## config.mk

```make
export PLATFORM = sky130hd
export DESIGN_NAME = mac_tile_db
export DESIGN_NICKNAME = d
export VERILOG_FILES = /design/src/rtl/mac_tile_db.sv
export SDC_FILE = /design/constraint.sdc
export NUM_CORES = 1
export LEC_CHECK = 0
export CAP_MARGIN = 10
export CORE_ASPECT_RATIO = 0.5
export CORE_UTILIZATION = 53
export DETAILED_ROUTE_END_ITERATION = 10
export GPL_TIMING_DRIVEN = 1
export PLACE_DENSITY = 0.89
export SYNTH_ARGS = -nofsm -noshare
export SYNTH_HDL_FRONTEND = slang
export SYNTH_SLANG_ARGS = --single-unit
```

## constraint.sdc

```tcl
create_clock -name clk -period 5.55 [get_ports clk]
set_input_delay 0.555 -clock clk [delete_from_list [all_inputs] [get_ports clk]]
set_output_delay 0.555 -clock clk [all_outputs]
set_load 0.01 [all_outputs]
```

## src/rtl/mac_tile_db.sv

```systemverilog
// Systolic MAC tile with ping-pong WS weights, OS accumulate/drain shift chain,
// and optional saturating accumulation with a sticky overflow flag.
module mac_tile_db #(
    parameter int unsigned bw      = 4,
    parameter int unsigned psum_bw = 16,
    parameter bit          sat     = 1'b1
) (
    input  logic               clk,
    input  logic               reset,
    input  logic               sel_mode,
    input  logic [bw-1:0]      in_w,
    output logic [bw-1:0]      out_e,
    input  logic [2:0]         inst_w,
    output logic [2:0]         inst_e,
    input  logic [psum_bw-1:0] in_n,
    output logic [psum_bw-1:0] out_s,
    output logic               valid_s,
    output logic               ovf
);

    localparam int unsigned PW = 2 * bw + 1;

    logic [bw-1:0]      a_q, a_d;
    logic [bw-1:0]      w_act_q, w_act_d;
    logic [bw-1:0]      w_sh_q, w_sh_d;
    logic               sh_full_q, sh_full_d;
    logic [psum_bw-1:0] c_q, c_d;
    logic [psum_bw-1:0] acc_q, acc_d;
    logic [2:0]         inst_q, inst_d;
    logic               mode_q, mode_d;
    logic               ovf_q, ovf_d;
    logic               valid_q, valid_d;

    logic               mode_chg;
    logic               absorb;
    logic [psum_bw-1:0] ws_prod, os_prod;
    logic [psum_bw:0]   ws_sum, os_sum;

    // Unsigned activation times signed weight, sign-extended to psum width.
    function automatic logic [psum_bw-1:0] mul_ext(input logic [bw-1:0] a,
                                                   input logic [bw-1:0] w);
        logic signed [PW-1:0] ae;
        logic signed [PW-1:0] we;
        logic signed [PW-1:0] p;
        ae = PW'($signed({1'b0, a}));
        we = PW'($signed(w));
        p  = ae * we;
        return psum_bw'(p);
    endfunction

    // Signed add; returns {overflow, result} with result saturated or wrapped.
    function automatic logic [psum_bw:0] add_acc(input logic [psum_bw-1:0] x,
                                                 input logic [psum_bw-1:0] y);
        logic [psum_bw:0]   s;
        logic               o;
        logic [psum_bw-1:0] r;
        s = {x[psum_bw-1], x} + {y[psum_bw-1], y};
        o = s[psum_bw] ^ s[psum_bw-1];
        r = s[psum_bw-1:0];
        if (o && sat) begin
            r = s[psum_bw] ? {1'b1, {(psum_bw-1){1'b0}}} : {1'b0, {(psum_bw-1){1'b1}}};
        end
        return {o, r};
    endfunction

    assign ws_prod = mul_ext(a_q, w_act_q);
    assign ws_sum  = add_acc(c_q, ws_prod);
    // OS accumulates the operands being registered this cycle, not the stored ones.
    assign os_prod = mul_ext(in_w, in_n[bw-1:0]);
    assign os_sum  = add_acc(acc_q, os_prod);

    // Next-state logic
    always_comb begin
        a_d       = a_q;
        w_act_d   = w_act_q;
        w_sh_d    = w_sh_q;
        sh_full_d = sh_full_q;
        c_d       = in_n;
        acc_d     = acc_q;
        inst_d    = inst_w;
        mode_d    = sel_mode;
        ovf_d     = ovf_q;
        valid_d   = 1'b0;
        absorb    = 1'b0;
        mode_chg  = (mode_q != sel_mode);

        if (inst_w[0] || inst_w[1]) begin
            a_d = in_w;
        end

        if (mode_chg) begin
            w_act_d   = '0;
            w_sh_d    = '0;
            sh_full_d = 1'b0;
            c_d       = '0;
            acc_d     = '0;
            inst_d    = '0;
            ovf_d     = 1'b0;
        end else if (!mode_q) begin
            valid_d = inst_w[1];
            // A swap frees the shadow bank, so a coincident load always lands.
            absorb  = inst_w[0] && (!sh_full_q || inst_w[2]);
            if (inst_w[2]) begin
                w_act_d   = w_sh_q;
                sh_full_d = 1'b0;
            end
            if (absorb) begin
                w_sh_d    = in_w;
                sh_full_d = 1'b1;
                inst_d[0] = 1'b0;
            end
            // The psum presented last cycle overflowed.
            if (valid_q && ws_sum[psum_bw]) begin
                ovf_d = 1'b1;
            end
        end else begin
            valid_d = inst_w[2];
            if (inst_w[1]) begin
                w_act_d = in_n[bw-1:0];
            end
            if (inst_w[2]) begin
                acc_d = in_n;
            end else if (inst_w[1]) begin
                acc_d = os_sum[psum_bw-1:0];
                if (os_sum[psum_bw]) begin
                    ovf_d = 1'b1;
                end
            end
        end
    end

    // State registers, synchronous active-low reset
    always_ff @(posedge clk) begin
        if (!reset) begin
            a_q       <= '0;
            w_act_q   <= '0;
            w_sh_q    <= '0;
            sh_full_q <= 1'b0;
            c_q       <= '0;
            acc_q     <= '0;
            inst_q    <= '0;
            mode_q    <= 1'b0;
            ovf_q     <= 1'b0;
            valid_q   <= 1'b0;
        end else begin
            a_q       <= a_d;
            w_act_q   <= w_act_d;
            w_sh_q    <= w_sh_d;
            sh_full_q <= sh_full_d;
            c_q       <= c_d;
            acc_q     <= acc_d;
            inst_q    <= inst_d;
            mode_q    <= mode_d;
            ovf_q     <= ovf_d;
            valid_q   <= valid_d;
        end
    end

    assign out_e   = a_q;
    assign inst_e  = inst_q;
    assign valid_s = valid_q;
    assign ovf     = ovf_q;
    assign out_s   = mode_q ? (inst_w[2] ? acc_q : psum_bw'(w_act_q))
                            : ws_sum[psum_bw-1:0];

endmodule

```

==> tab_implementation.tex <==
\begin{tabular}{lr}
\hline
Metric & Value \\
\hline
\multicolumn{2}{l}{\textbf{Status}} \\
Status & finished, violations left \\
Violations in the final reports & setup timing \\
\multicolumn{2}{l}{\textbf{Synthesis}} \\
Prevailing post-synth register cell & dfxtp\_1 \\
Post-synthesis share of cell area spent on xor and xnor gates & 5.69\% \\
Basic-gate share of the synthesized area counting and, or, nand and nor cells & 14.6\% \\
Sequential cell area fraction in the yosys report & 20.1\% \\
Netlist cell types & 64 \\
Most area-hungry cell type in the Yosys netlist & dfxtp\_1 \\
Share of flip-flops with an asynchronous set or reset & 0\% \\
Post-synth top area share & 20.1\% \\
Mean instance size in the synthesized netlist & about 8.9 sq um \\
Most repeated cell in the gate-level netlist after synthesis & ha\_1 \\
Post-synth EDFFs & 0 \\
Top cells by count, synth & ha\_1 (80), inv\_1 (52), dfxtp\_1 (51), a21oi\_1 (41), and2\_1 (39) \\
Cell Area, Synth & 5080 sq um \\
Multiplexer fraction of the synthesized cell area & under 10\% \\
Dominant combinational cell family by area after synthesis & adder cells \\
Synth Area in Adders & 29.3\% \\
Flip-flop and latch count after synthesis & 51 \\
Net count of the mapped netlist & 698 \\
Synthesized instance count & 568 \\
Area fraction in compound gates after synthesis & 22.6\% \\
Number of warnings issued by yosys & 0 \\
Synth top area cells & dfxtp\_1 (20\%), ha\_1 (20\%), fa\_1 (9.5\%) \\
\multicolumn{2}{l}{\textbf{Power and ir drop}} \\
Switching part of the total power & 35.3\% \\
Fraction of power consumed by sequential logic & between 30\% and 40\% \\
Switching pwr & 421 uW \\
Leakage power summed over all cells & 3.04 nW \\
Comb power frac & 39.6\% \\
Internal power consumption & around 770 uW \\
Power per cell area & $\sim$190 nW/um\^{}2 \\
IR drop worst, VDD & 159 uV \\
Clk network pwr share & 27.1\% \\
Final Total Pwr & roughly 1.2 mW \\
\multicolumn{2}{l}{\textbf{Finish}} \\
Number of antenna diodes & 0 \\
Post-Route Utilization & 70.3\% \\
Area growth from synthesis to layout & 24.6\% \\
Finished Layout Cells & 770 \\
Fillers & 571 \\
Proportion of layout cells with a drive suffix above 1 & around a fifth \\
Final-stage net count & 782 \\
\multicolumn{2}{l}{\textbf{Floorplanning}} \\
Die boundary width & around 140 um \\
Starting density of the core & a little under three fifths \\
Vertical die dimension & 71.2 um \\
Site row count & 24 \\
Die area & about 10000 sq um \\
Core box area & 9010 sq um \\
Ports placed on the boundary & 51 \\
\multicolumn{2}{l}{\textbf{CTS}} \\
Num Clock Sinks & 51 \\
Hold-fix buffer count after cts & 0 \\
Total CTS buffers & 5 \\
Reg clk slew, reported paths & 70 ps \\
Clock latency of the later-clocked register in the worst-skew pair & 290 ps \\
Largest buffer count on any clock path & 2 \\
Clock tree from TritonCTS & built \\
CTS H-Tree Depth & 2 \\
Clk Tree Root Cell & clkbuf\_16 \\
\multicolumn{2}{l}{\textbf{Critical path}} \\
Path depth of the worst reg2reg path & 16 \\
CP endpoint kind & primary output \\
R2R setup slack & roughly 800 ps \\
Data arrival time of the critical path & 5220 ps \\
Terminus of the critical flop-to-flop path & ovf \\
Critical Path Fanout Max & 4 \\
Required time at the endpoint of the critical path & 4990 ps \\
Kind of start point of the critical path & flip-flop \\
Critical path start-end classification & reg2out \\
Worst flop-to-flop path startpoint & out\_e[2] \\
\multicolumn{2}{l}{\textbf{GRT}} \\
GRT Total Usage & 31.8\% \\
Overflow after GRT & 0 \\
Wire length of the first global-routing pass & 24.6 mm \\
Largest net degree at the start of global routing & 31 \\
Number of global-route vias before repair & about 4600 \\
Antenna violations before repair & 1 \\
\multicolumn{2}{l}{\textbf{Routing}} \\
Initial DRC count & 599 \\
Drt wl/cell & about 23 um \\
Count of unresolved DRC violations after routing & 0 \\
DR vias/cell & 6.59 \\
Final wirelength & between 15 and 20 mm \\
Number of nets with antenna violations after detailed routing & 0 \\
Count of vias placed by the detailed router & between 5000 and 6000 \\
Number of search-and-repair iterations in the first detailed-routing pass & 6 \\
\multicolumn{2}{l}{\textbf{Hold path}} \\
Worst Hold Launch & w\_sh\_q[1] \\
Worst min-delay path endpoint & w\_sh\_q[1] \\
Tightest Hold Check Type & reg2reg \\
Number of cells traversed by the worst hold path & 2 \\
\multicolumn{2}{l}{\textbf{STA}} \\
Time the final worst path needs with I/O delays and setup & 5770 ps \\
Clk\_skew & 8.06 ps \\
\# setup viols final & 16 \\
Ratio of final minimum period to clock period & 104\% \\
Total Neg Setup Slack & -2750 ps \\
Final setup slack of the worst path & -225 ps \\
Least-Margin Pin Slew & between 1000 and 1500 ps \\
Hold Fails Final Rpt & 0 \\
Number of max-slew violations in the final report & 0 \\
Relative max-transition margin & 13.7\% \\
Max Freq & 173 MHz \\
Unrepaired setup endpoints after global routing & yes \\
\multicolumn{2}{l}{\textbf{Place}} \\
Routability congestion estimate & 0.916 \\
HPWL after detailed placement & around 11 mm \\
Dpl cells & 743 \\
Number of buffers added on ports & 50 \\
\multicolumn{2}{l}{\textbf{Run}} \\
Max-cap violations & 0 \\
\hline
\end{tabular}
layout make-up:
class,count,area [sq um],area share [%]
well taps,117,146,2.31
clock inverters,2,13.8,0.217
clock buffers,6,139,2.19
inverters,52,198,3.12
multi-input cells,450,3920,61.9
repair buffers,92,870,13.7
flip-flops and latches,51,1040,16.5
worst max-delay path by stage:
stage | endpoint | from
after global placement | out_s[4] | out_e[0]
after detailed placement | out_s[4] | w_act_q[3]
after global routing | out_s[8] | out_e[2]
final | out_s[7] | out_e[2]
after floorplan | out_s[10] | w_act_q[3]
after CTS | out_s[11] | w_act_q[3]
critical path, stage by stage (launching register included):
cell       delay (ps)
dfxtp_4           380
nand2_1           110
fa_1              540
fa_1              440
fa_1              550
inv_2              50
fa_2              340
a211oi_2          260
nor2_2             90
or4_4             520
a211oi_4          310
a21oi_4           110
xor2_2            260
buf_6             160
a21oi_4            90
clkbuf_16         220
a221o_2           370
buf_6             130
logic make-up after synthesis:
kind of cell             count (synthesis)
XOR/XNOR                                27
flip-flops                              51
AND/OR/NAND/NOR                        139
AO/OA/AOI/OAI                          166
buffers and inverters                   68
multiplexers                            12
adder cells (fa/ha/maj)                105
cells in the final DEF (no fill, tap or decap), types with 4 or more instances in the layout:
master / n
ha_1: 78
inv_1: 49
dfxtp_1: 44
a21oi_1: 41
and2_1: 36
clkdlybuf4s50_1: 34
buf_4: 33
o21ai_0: 32
nand2_1: 28
nor2_1: 27
fa_1: 23
xnor2_1: 17
buf_6: 17
mux2i_1: 12
a21o_1: 11
nand2b_1: 10
a221o_2: 10
nor2b_1: 8
o21ai_1: 7
o22ai_1: 7
xor2_1: 6
a211oi_1: 6
clkbuf_16: 6
dfxtp_4: 6
a21boi_0: 5
o211ai_1: 5
a22oi_1: 5
buf_2: 5
nor3_1: 4
metal layers:
| layer | GRT usage (%) | up-vias | part of all wire, % |
|---|---|---|---|
| met4 | 11.4 | 2 | 5.5 |
| met5 | 0 | - | 0.081 |
| met1 | 42.7 | 2360 | 39 |
| met2 | 52.8 | 421 | 43 |
| li1 | - | 2178 | - |
| met3 | 4.81 | 116 | 12 |
state kept, by name, indices dropped and copies added (netlist names):
name / flops
acc_q: 16
c_q: 16
out_e: 4
w_act_q: 4
w_sh_q: 4
inst_e: 3
mode_q: 1
ovf: 1
sh_full_q: 1
valid_s: 1
through the flow:
step           hold slack, ps  instance area (sq um)  setup slack (ps)
3_3_place_gp              470                   5830             -68.1
3_5_place_dp              486                   5830              -213
4_1_cts                   493                   6160              5.04
5_1_grt                   562                   6330              -362
2_1_floorplan             457                   5080               274
6_report                  511                   6330              -225
what timing repair did:
action / in CTS / in global routing
buffers inserted: 11 / 6
pin swaps: 11 / 31
endpoints found under the setup margin: 16 / 16
resized for setup: 61 / 68
cloned: 2 / 0
power groups by stage:
stage / Clock, mW / Combinational [mW] / Sequential (mW)
2_1_floorplan: 0 / 0.260 / 0.399
3_3_place_gp: 0 / 0.389 / 0.401
3_5_place_dp: 0 / 0.402 / 0.402
4_1_cts: 0.317 / 0.418 / 0.395
5_1_grt: 0.338 / 0.508 / 0.398
6_report: 0.324 / 0.474 / 0.397
Power figures use the tool's default switching activity.
